==> src/rtl/uart_pkg.sv <==
// Shared state encoding, parity codes and baud-rate helpers for the UART receive path.
package uart_pkg;

  typedef enum logic [2:0] {
    S_IDLE,
    S_START,
    S_DATA,
    S_PARITY,
    S_STOP,
    S_BREAK
  } rx_state_t;

  localparam int PARITY_NONE = 0;
  localparam int PARITY_ODD  = 1;
  localparam int PARITY_EVEN = 2;

  function automatic int baud_div(input int clk_fre, input int clk_uart);
    return clk_fre / clk_uart;
  endfunction

  function automatic int baud_half(input int clk_fre, input int clk_uart);
    return baud_div(clk_fre, clk_uart) / 2;
  endfunction

endpackage

==> src/rtl/uart_rx_fifo.sv <==
// First-word-fall-through receive FIFO; flags a dropped push as a one-cycle overrun.
module uart_rx_fifo #(
  parameter int WIDTH = 10,
  parameter int DEPTH = 4
) (
  input  logic                     clk,
  input  logic                     rst,
  input  logic                     push,
  input  logic [WIDTH-1:0]         push_data,
  input  logic                     pop,
  output logic [WIDTH-1:0]         head,
  output logic [$clog2(DEPTH):0]   count,
  output logic                     overrun
);

  localparam int AW = $clog2(DEPTH);

  logic [WIDTH-1:0] mem [DEPTH];
  logic [AW-1:0]    wr_ptr;
  logic [AW-1:0]    rd_ptr;
  logic             empty;
  logic             full;
  logic             do_push;
  logic             do_pop;

  assign empty   = (count == '0);
  assign full    = (count == (AW+1)'(DEPTH));
  assign do_pop  = pop && !empty;
  // A pop in the same cycle frees the slot, so a full FIFO can still accept.
  assign do_push = push && (!full || do_pop);

  always_ff @(posedge clk) begin
    if (do_push) begin
      mem[wr_ptr] <= push_data;
    end
  end

  always_ff @(posedge clk or negedge rst) begin
    if (!rst) begin
      wr_ptr  <= '0;
      rd_ptr  <= '0;
      count   <= '0;
      overrun <= 1'b0;
    end else begin
      if (do_push) wr_ptr <= wr_ptr + 1'b1;
      if (do_pop)  rd_ptr <= rd_ptr + 1'b1;
      case ({do_push, do_pop})
        2'b10:   count <= count + 1'b1;
        2'b01:   count <= count - 1'b1;
        default: ;
      endcase
      overrun <= push && !do_push;
    end
  end

  assign head = empty ? '0 : mem[rd_ptr];

endmodule

==> src/rtl/uart_rx_frame.sv <==
// Parametrised UART receiver: synchroniser, mid-bit sampling FSM with error flags, output FIFO.
module uart_rx_frame import uart_pkg::*; #(
  parameter int CLK_FRE    = 50000000,
  parameter int CLK_UART   = 115200,
  parameter int DATA_BITS  = 8,
  parameter int PARITY     = 0,
  parameter int STOP_BITS  = 1,
  parameter int FIFO_DEPTH = 4
) (
  input  logic                          clk,
  input  logic                          rst,
  input  logic                          enable,
  input  logic                          rx,
  input  logic                          rd_en,
  output logic                          rx_valid,
  output logic [DATA_BITS-1:0]          rx_data,
  output logic                          rx_perr,
  output logic                          rx_ferr,
  output logic                          overrun,
  output logic [$clog2(FIFO_DEPTH):0]   fifo_count
);

  localparam int DIV  = baud_div(CLK_FRE, CLK_UART);
  localparam int HALF = baud_half(CLK_FRE, CLK_UART);
  localparam int CW   = $clog2(DIV);
  localparam logic [CW-1:0] HALF_LAST = CW'(HALF - 1);
  localparam logic [CW-1:0] DIV_LAST  = CW'(DIV - 1);
  localparam logic [3:0]    DATA_LAST = 4'(DATA_BITS - 1);
  localparam logic [3:0]    STOP_LAST = 4'(STOP_BITS - 1);

  generate
    if (DIV < 4 || DATA_BITS < 5 || DATA_BITS > 9 || STOP_BITS < 1 || STOP_BITS > 2 ||
        PARITY < PARITY_NONE || PARITY > PARITY_EVEN) begin : g_bad_cfg
      $error("uart_rx_frame: illegal parameter combination");
    end
  endgenerate

  rx_state_t            state;
  logic                 rx_meta;
  logic                 rx_s;
  logic [CW-1:0]        baud_cnt;
  logic [3:0]           bit_cnt;
  logic [DATA_BITS-1:0] shift;
  logic                 perr;
  logic                 ferr;
  logic                 all_zero;
  logic                 baud_done;
  logic                 parity_exp;
  logic                 last_stop;
  logic [DATA_BITS+1:0] push_data;
  logic [DATA_BITS+1:0] head;

  always_ff @(posedge clk or negedge rst) begin
    if (!rst) begin
      rx_meta <= 1'b1;
      rx_s    <= 1'b1;
    end else begin
      rx_meta <= rx;
      rx_s    <= rx_meta;
    end
  end

  assign baud_done  = (baud_cnt == DIV_LAST);
  assign parity_exp = (PARITY == PARITY_ODD) ? ~(^shift) : ^shift;
  assign last_stop  = enable && (state == S_STOP) && baud_done && (bit_cnt == STOP_LAST);
  // The final stop sample is folded in here so the entry is pushed on that same edge.
  assign push_data  = {ferr | ~rx_s, perr, shift};

  always_ff @(posedge clk or negedge rst) begin
    if (!rst) begin
      state    <= S_IDLE;
      baud_cnt <= '0;
      bit_cnt  <= '0;
      shift    <= '0;
      perr     <= 1'b0;
      ferr     <= 1'b0;
      all_zero <= 1'b0;
    end else if (!enable) begin
      state    <= S_IDLE;
      baud_cnt <= '0;
      bit_cnt  <= '0;
    end else begin
      case (state)
        S_IDLE: begin
          baud_cnt <= '0;
          bit_cnt  <= '0;
          if (!rx_s) state <= S_START;
        end
        S_START: begin
          if (baud_cnt == HALF_LAST) begin
            baud_cnt <= '0;
            perr     <= 1'b0;
            ferr     <= 1'b0;
            all_zero <= 1'b1;
            state    <= rx_s ? S_IDLE : S_DATA;
          end else begin
            baud_cnt <= baud_cnt + 1'b1;
          end
        end
        S_DATA: begin
          if (baud_done) begin
            baud_cnt <= '0;
            shift    <= {rx_s, shift[DATA_BITS-1:1]};
            if (rx_s) all_zero <= 1'b0;
            if (bit_cnt == DATA_LAST) begin
              bit_cnt <= '0;
              state   <= (PARITY == PARITY_NONE) ? S_STOP : S_PARITY;
            end else begin
              bit_cnt <= bit_cnt + 1'b1;
            end
          end else begin
            baud_cnt <= baud_cnt + 1'b1;
          end
        end
        S_PARITY: begin
          if (baud_done) begin
            baud_cnt <= '0;
            perr     <= rx_s ^ parity_exp;
            if (rx_s) all_zero <= 1'b0;
            state    <= S_STOP;
          end else begin
            baud_cnt <= baud_cnt + 1'b1;
          end
        end
        S_STOP: begin
          if (baud_done) begin
            baud_cnt <= '0;
            if (!rx_s) ferr <= 1'b1;
            else       all_zero <= 1'b0;
            if (bit_cnt == STOP_LAST) begin
              bit_cnt <= '0;
              state   <= (all_zero && !rx_s) ? S_BREAK : S_IDLE;
            end else begin
              bit_cnt <= bit_cnt + 1'b1;
            end
          end else begin
            baud_cnt <= baud_cnt + 1'b1;
          end
        end
        S_BREAK: begin
          if (rx_s) state <= S_IDLE;
        end
        default: state <= S_IDLE;
      endcase
    end
  end

  uart_rx_fifo #(
    .WIDTH (DATA_BITS + 2),
    .DEPTH (FIFO_DEPTH)
  ) u_fifo (
    .clk       (clk),
    .rst       (rst),
    .push      (last_stop),
    .push_data (push_data),
    .pop       (rd_en),
    .head      (head),
    .count     (fifo_count),
    .overrun   (overrun)
  );

  assign rx_valid = (fifo_count != '0);
  assign rx_data  = head[DATA_BITS-1:0];
  assign rx_perr  = head[DATA_BITS];
  assign rx_ferr  = head[DATA_BITS+1];

endmodule
==> config.mk <==
export PLATFORM = sky130hd
export DESIGN_NAME = uart_rx_frame
export DESIGN_NICKNAME = d
export VERILOG_FILES = /design/src/rtl/uart_pkg.sv /design/src/rtl/uart_rx_fifo.sv /design/src/rtl/uart_rx_frame.sv
export SDC_FILE = /design/constraint.sdc
export NUM_CORES = 1
export LEC_CHECK = 0
export BUFFER_PORTS_ARGS = -buffer_cell sky130_fd_sc_hd__buf_2
export CORE_ASPECT_RATIO = 1.4
export CORE_UTILIZATION = 61
export CTS_CLUSTER_SIZE = 12
export DETAILED_ROUTE_END_ITERATION = 7
export PLACE_DENSITY = 0.81
export SLEW_MARGIN = 40
export SYNTH_ARGS = -nofsm -noshare
export SYNTH_HDL_FRONTEND = slang
export SYNTH_HIERARCHICAL = 1
export SYNTH_SLANG_ARGS = --single-unit
export TNS_END_PERCENT = 1
==> constraint.sdc <==
create_clock -name clk -period 3.15 [get_ports clk]
set_clock_uncertainty 0.2 [all_clocks]
set_input_delay 0.315 -clock clk [delete_from_list [all_inputs] [get_ports clk]]
set_output_delay 0.315 -clock clk [all_outputs]
set_load 0.005 [all_outputs]
==> results.sh <==
export IMPL_outcome="finished, final reports clean"
export IMPL_slew_headroom_pct=55.1
export IMPL_layout_commonest_cell="edfxtp_1"
export IMPL_fin_nets=317
export IMPL_avgViaCountPerCell=5.79
export IMPL_area_growth_pct=11.2
export IMPL_critPathLaunchType="register"
export IMPL_grt_overflow=0
export IMPL_grt_pass1_vias=2134
export IMPL_num_vias=2178
export IMPL_netlist_instances=276
export IMPL_final_cell_mix="edfxtp_1, dfrtp_1, nand2_1, buf_2, xnor2_1"
export IMPL_clkLatencyLatePin_ps=340
export IMPL_post_route_period_util_pct=94.1
export IMPL_cts_made_buffers=9
export IMPL_cts_resized=0
export IMPL_die_h_um=94.4
export IMPL_max_stage_delay_ps=430
export IMPL_cts_tree="built"
export IMPL_worstMarginPinSlew_ps=673
export IMPL_postRouteAntennaNets=0
export IMPL_hold_viol=0
export IMPL_crit_path_max_fanout=7
export IMPL_antenna_found_initial=0
export IMPL_period_minus_slack_ps=2970
export IMPL_fmax_mhz=337
export IMPL_synth_edff_count=40
export IMPL_drv_cap=0
export IMPL_yosys_warnings=6
export IMPL_synth_fp_nets=292
export IMPL_crit_buf_inv=3
export IMPL_routabilityCongestion=0.895
export IMPL_track_usage_pct=23.0
export IMPL_p_leak_uw=0.00174
export IMPL_rows=33
export IMPL_fin_tns_setup_ps=0
export IMPL_postSynth_asyncResetShare_pct=48.1
export IMPL_drive_gt1_share_pct=20.9
export IMPL_diodes=0
export IMPL_wl_per_cell_um=17.0
export IMPL_synth_seq_cells=77
export IMPL_rsz0062_at_grt="false"
export IMPL_timing_hold_ws_ps=136
export IMPL_dpl_hpwl_um=4520
export IMPL_grt_max_degree=38
export IMPL_critical_path_class="register to register"
export IMPL_avgSynthCellArea_um2=13.5
export IMPL_grt_pass1_wl_um=10600
export IMPL_ys_types=54
export IMPL_critPathCaptureType="register"
export IMPL_min_path_type="input pin to register"
export IMPL_crit_required_ps=3210
export IMPL_core_um2=5860
export IMPL_ys_seq_area_share_pct=57.2
export IMPL_power_density_nw_per_um2=618
export IMPL_clock_sinks=77
export IMPL_htreeDepth=3
export IMPL_dieArea_um2=6420
export IMPL_finalMaxSlewViolations=0
export IMPL_cts_buffer_depth=2
export IMPL_pin_count=20
export IMPL_drt_wl_total_um=6370
export IMPL_drtIter0Drc=133
export IMPL_slowest_stage="nor4_1"
export IMPL_clkTransAtPathRegs_ps=80
export IMPL_crit_family="simple AND/OR/NAND/NOR gates"
export IMPL_ir_worst_vdd_mv=0.348
export IMPL_crit_chain="inv_1, ha_1, or3b_1, nor4_1, nor2b_4, inv_2, ha_1, inv_1, fa_1, mux2i_1"
export IMPL_arrival_ps=3020
export IMPL_syn_area_um2=3720
export IMPL_portBuffers=19
export IMPL_setup_viol=0
export IMPL_drc=0
export IMPL_rrSetupSlack_ps=180
export IMPL_start_util_pct=63.4
export IMPL_fp_dieW_um=68
export IMPL_first_pass_iters=4
export IMPL_root_buffer="clkbuf_8"
export IMPL_ys_flop_type="edfxtp_1"
## worst register-to-register path, cell delays in order, from the launching register on
cell     delay (ps)
dfrtp_1         420
inv_1            80
ha_1            130
or3b_1          400
nor4_1          430
nor2b_4         320
inv_2            50
ha_1            210
inv_1            80
fa_1            410
mux2i_1         170
## cells in the mapped netlist (all sizes together), types with 2 or more instances
| cell type | number | share of area [%] |
|---|---|---|
| o2bb2ai | 7 | 1.6 |
| o221ai | 2 | 0.47 |
| or4 | 2 | 0.40 |
| nor3b | 3 | 0.61 |
| nand2b | 3 | 0.50 |
| xor2 | 8 | 1.9 |
| nand2 | 18 | 1.8 |
| nor2b | 15 | 2.9 |
| ha | 10 | 3.4 |
| or3 | 2 | 0.34 |
| mux2 | 9 | 2.8 |
| o41ai | 2 | 0.67 |
| nor3 | 6 | 0.94 |
| inv | 13 | 1.3 |
| nand3 | 9 | 1.3 |
| clkbuf | 6 | 0.61 |
| and3 | 3 | 0.50 |
| nand4 | 2 | 0.34 |
| a21o | 3 | 0.61 |
| dfstp | 2 | 1.4 |
| edfxtp | 40 | 32 |
| mux2i | 3 | 0.81 |
| mux4 | 10 | 6.3 |
| and2 | 7 | 1.2 |
| o21ai | 7 | 0.94 |
| dfrtp | 35 | 24 |
| buf | 3 | 0.57 |
| nor4b | 2 | 0.87 |
| nor2 | 10 | 1.0 |
| xnor2 | 14 | 3.3 |
| a21oi | 7 | 0.94 |
## repair_timing
item,in CTS,in global routing
hold buffers,2,0
hold endpoints to repair,36,0
setup buffers,0,0
## cell type report
cell class	instances	area (um^2)
Sequential cell	77	2130
Fill cell	409	1730
Multi-Input combinational cell	177	1500
Timing Repair Buffer	23	133
Clock buffer	10	128
Clock inverter	6	113
Tap cell	70	87.6
Inverter	13	48.8
## final timing paths
kind,cells after the start,start,end
setup / recovery,10,bit_cnt[0],u_fifo/count[1]
hold / removal,3,enable,state[1]
setup reg to reg,10,bit_cnt[0],u_fifo/count[1]
hold reg to reg,0,rx_meta,rx_s
max in group asynchronous,2,rst,rx_s
min in group asynchronous,2,rst,u_fifo/rd_ptr[1]
## registers in the layout (all words and copies together), names as in the netlist, 2 cells and up
name and flops:
u_fifo/mem 40, baud_cnt 9, shift 8, bit_cnt 4, state 3, u_fifo/count 3, u_fifo/rd_ptr 2, u_fifo/wr_ptr 2
## through the flow
stage               cell area (um^2)  instances  power (uW)  util [%]  setup WS, ps
floorplan                       3720        276        1570         -           537
global placement                3870        358        1680      66.1           361
detailed placement              3870        358        1700      66.1           258
CTS                             4130        376        2580      70.5           192
global route                    4140        376        2670      70.6          43.6
finish                          4140        376        2560      70.6           185
## metal layers
metal	wire length (um)	share of wire, %	up-vias	track usage, %
met5	0	0	-	0
met4	84	1.3	0	8.85
met3	161	2.5	7	4.71
met2	3450	54	48	38.6
met1	2680	42	1054	28.6
li1	-	-	1069	-
## cells by family after synthesis
logic type                 after synthesis  synth area share (%)
and+or+nand+nor                         88                  14.6
muxes                                   22                  9.89
AOI/OAI and AO/OA                       34                  6.66
xor gates and xnor gates                22                  5.18
adders and majority gates               11                  3.90
DFF                                     77                  57.2
buffers and inverters                   22                  2.49
## power breakdown
group | total (uW) | internal (uW) | switching [uW]
combinational | 428 | 219 | 209
sequential | 1250 | 1110 | 134
clock | 882 | 528 | 354
Power figures use the tool's default switching activity.
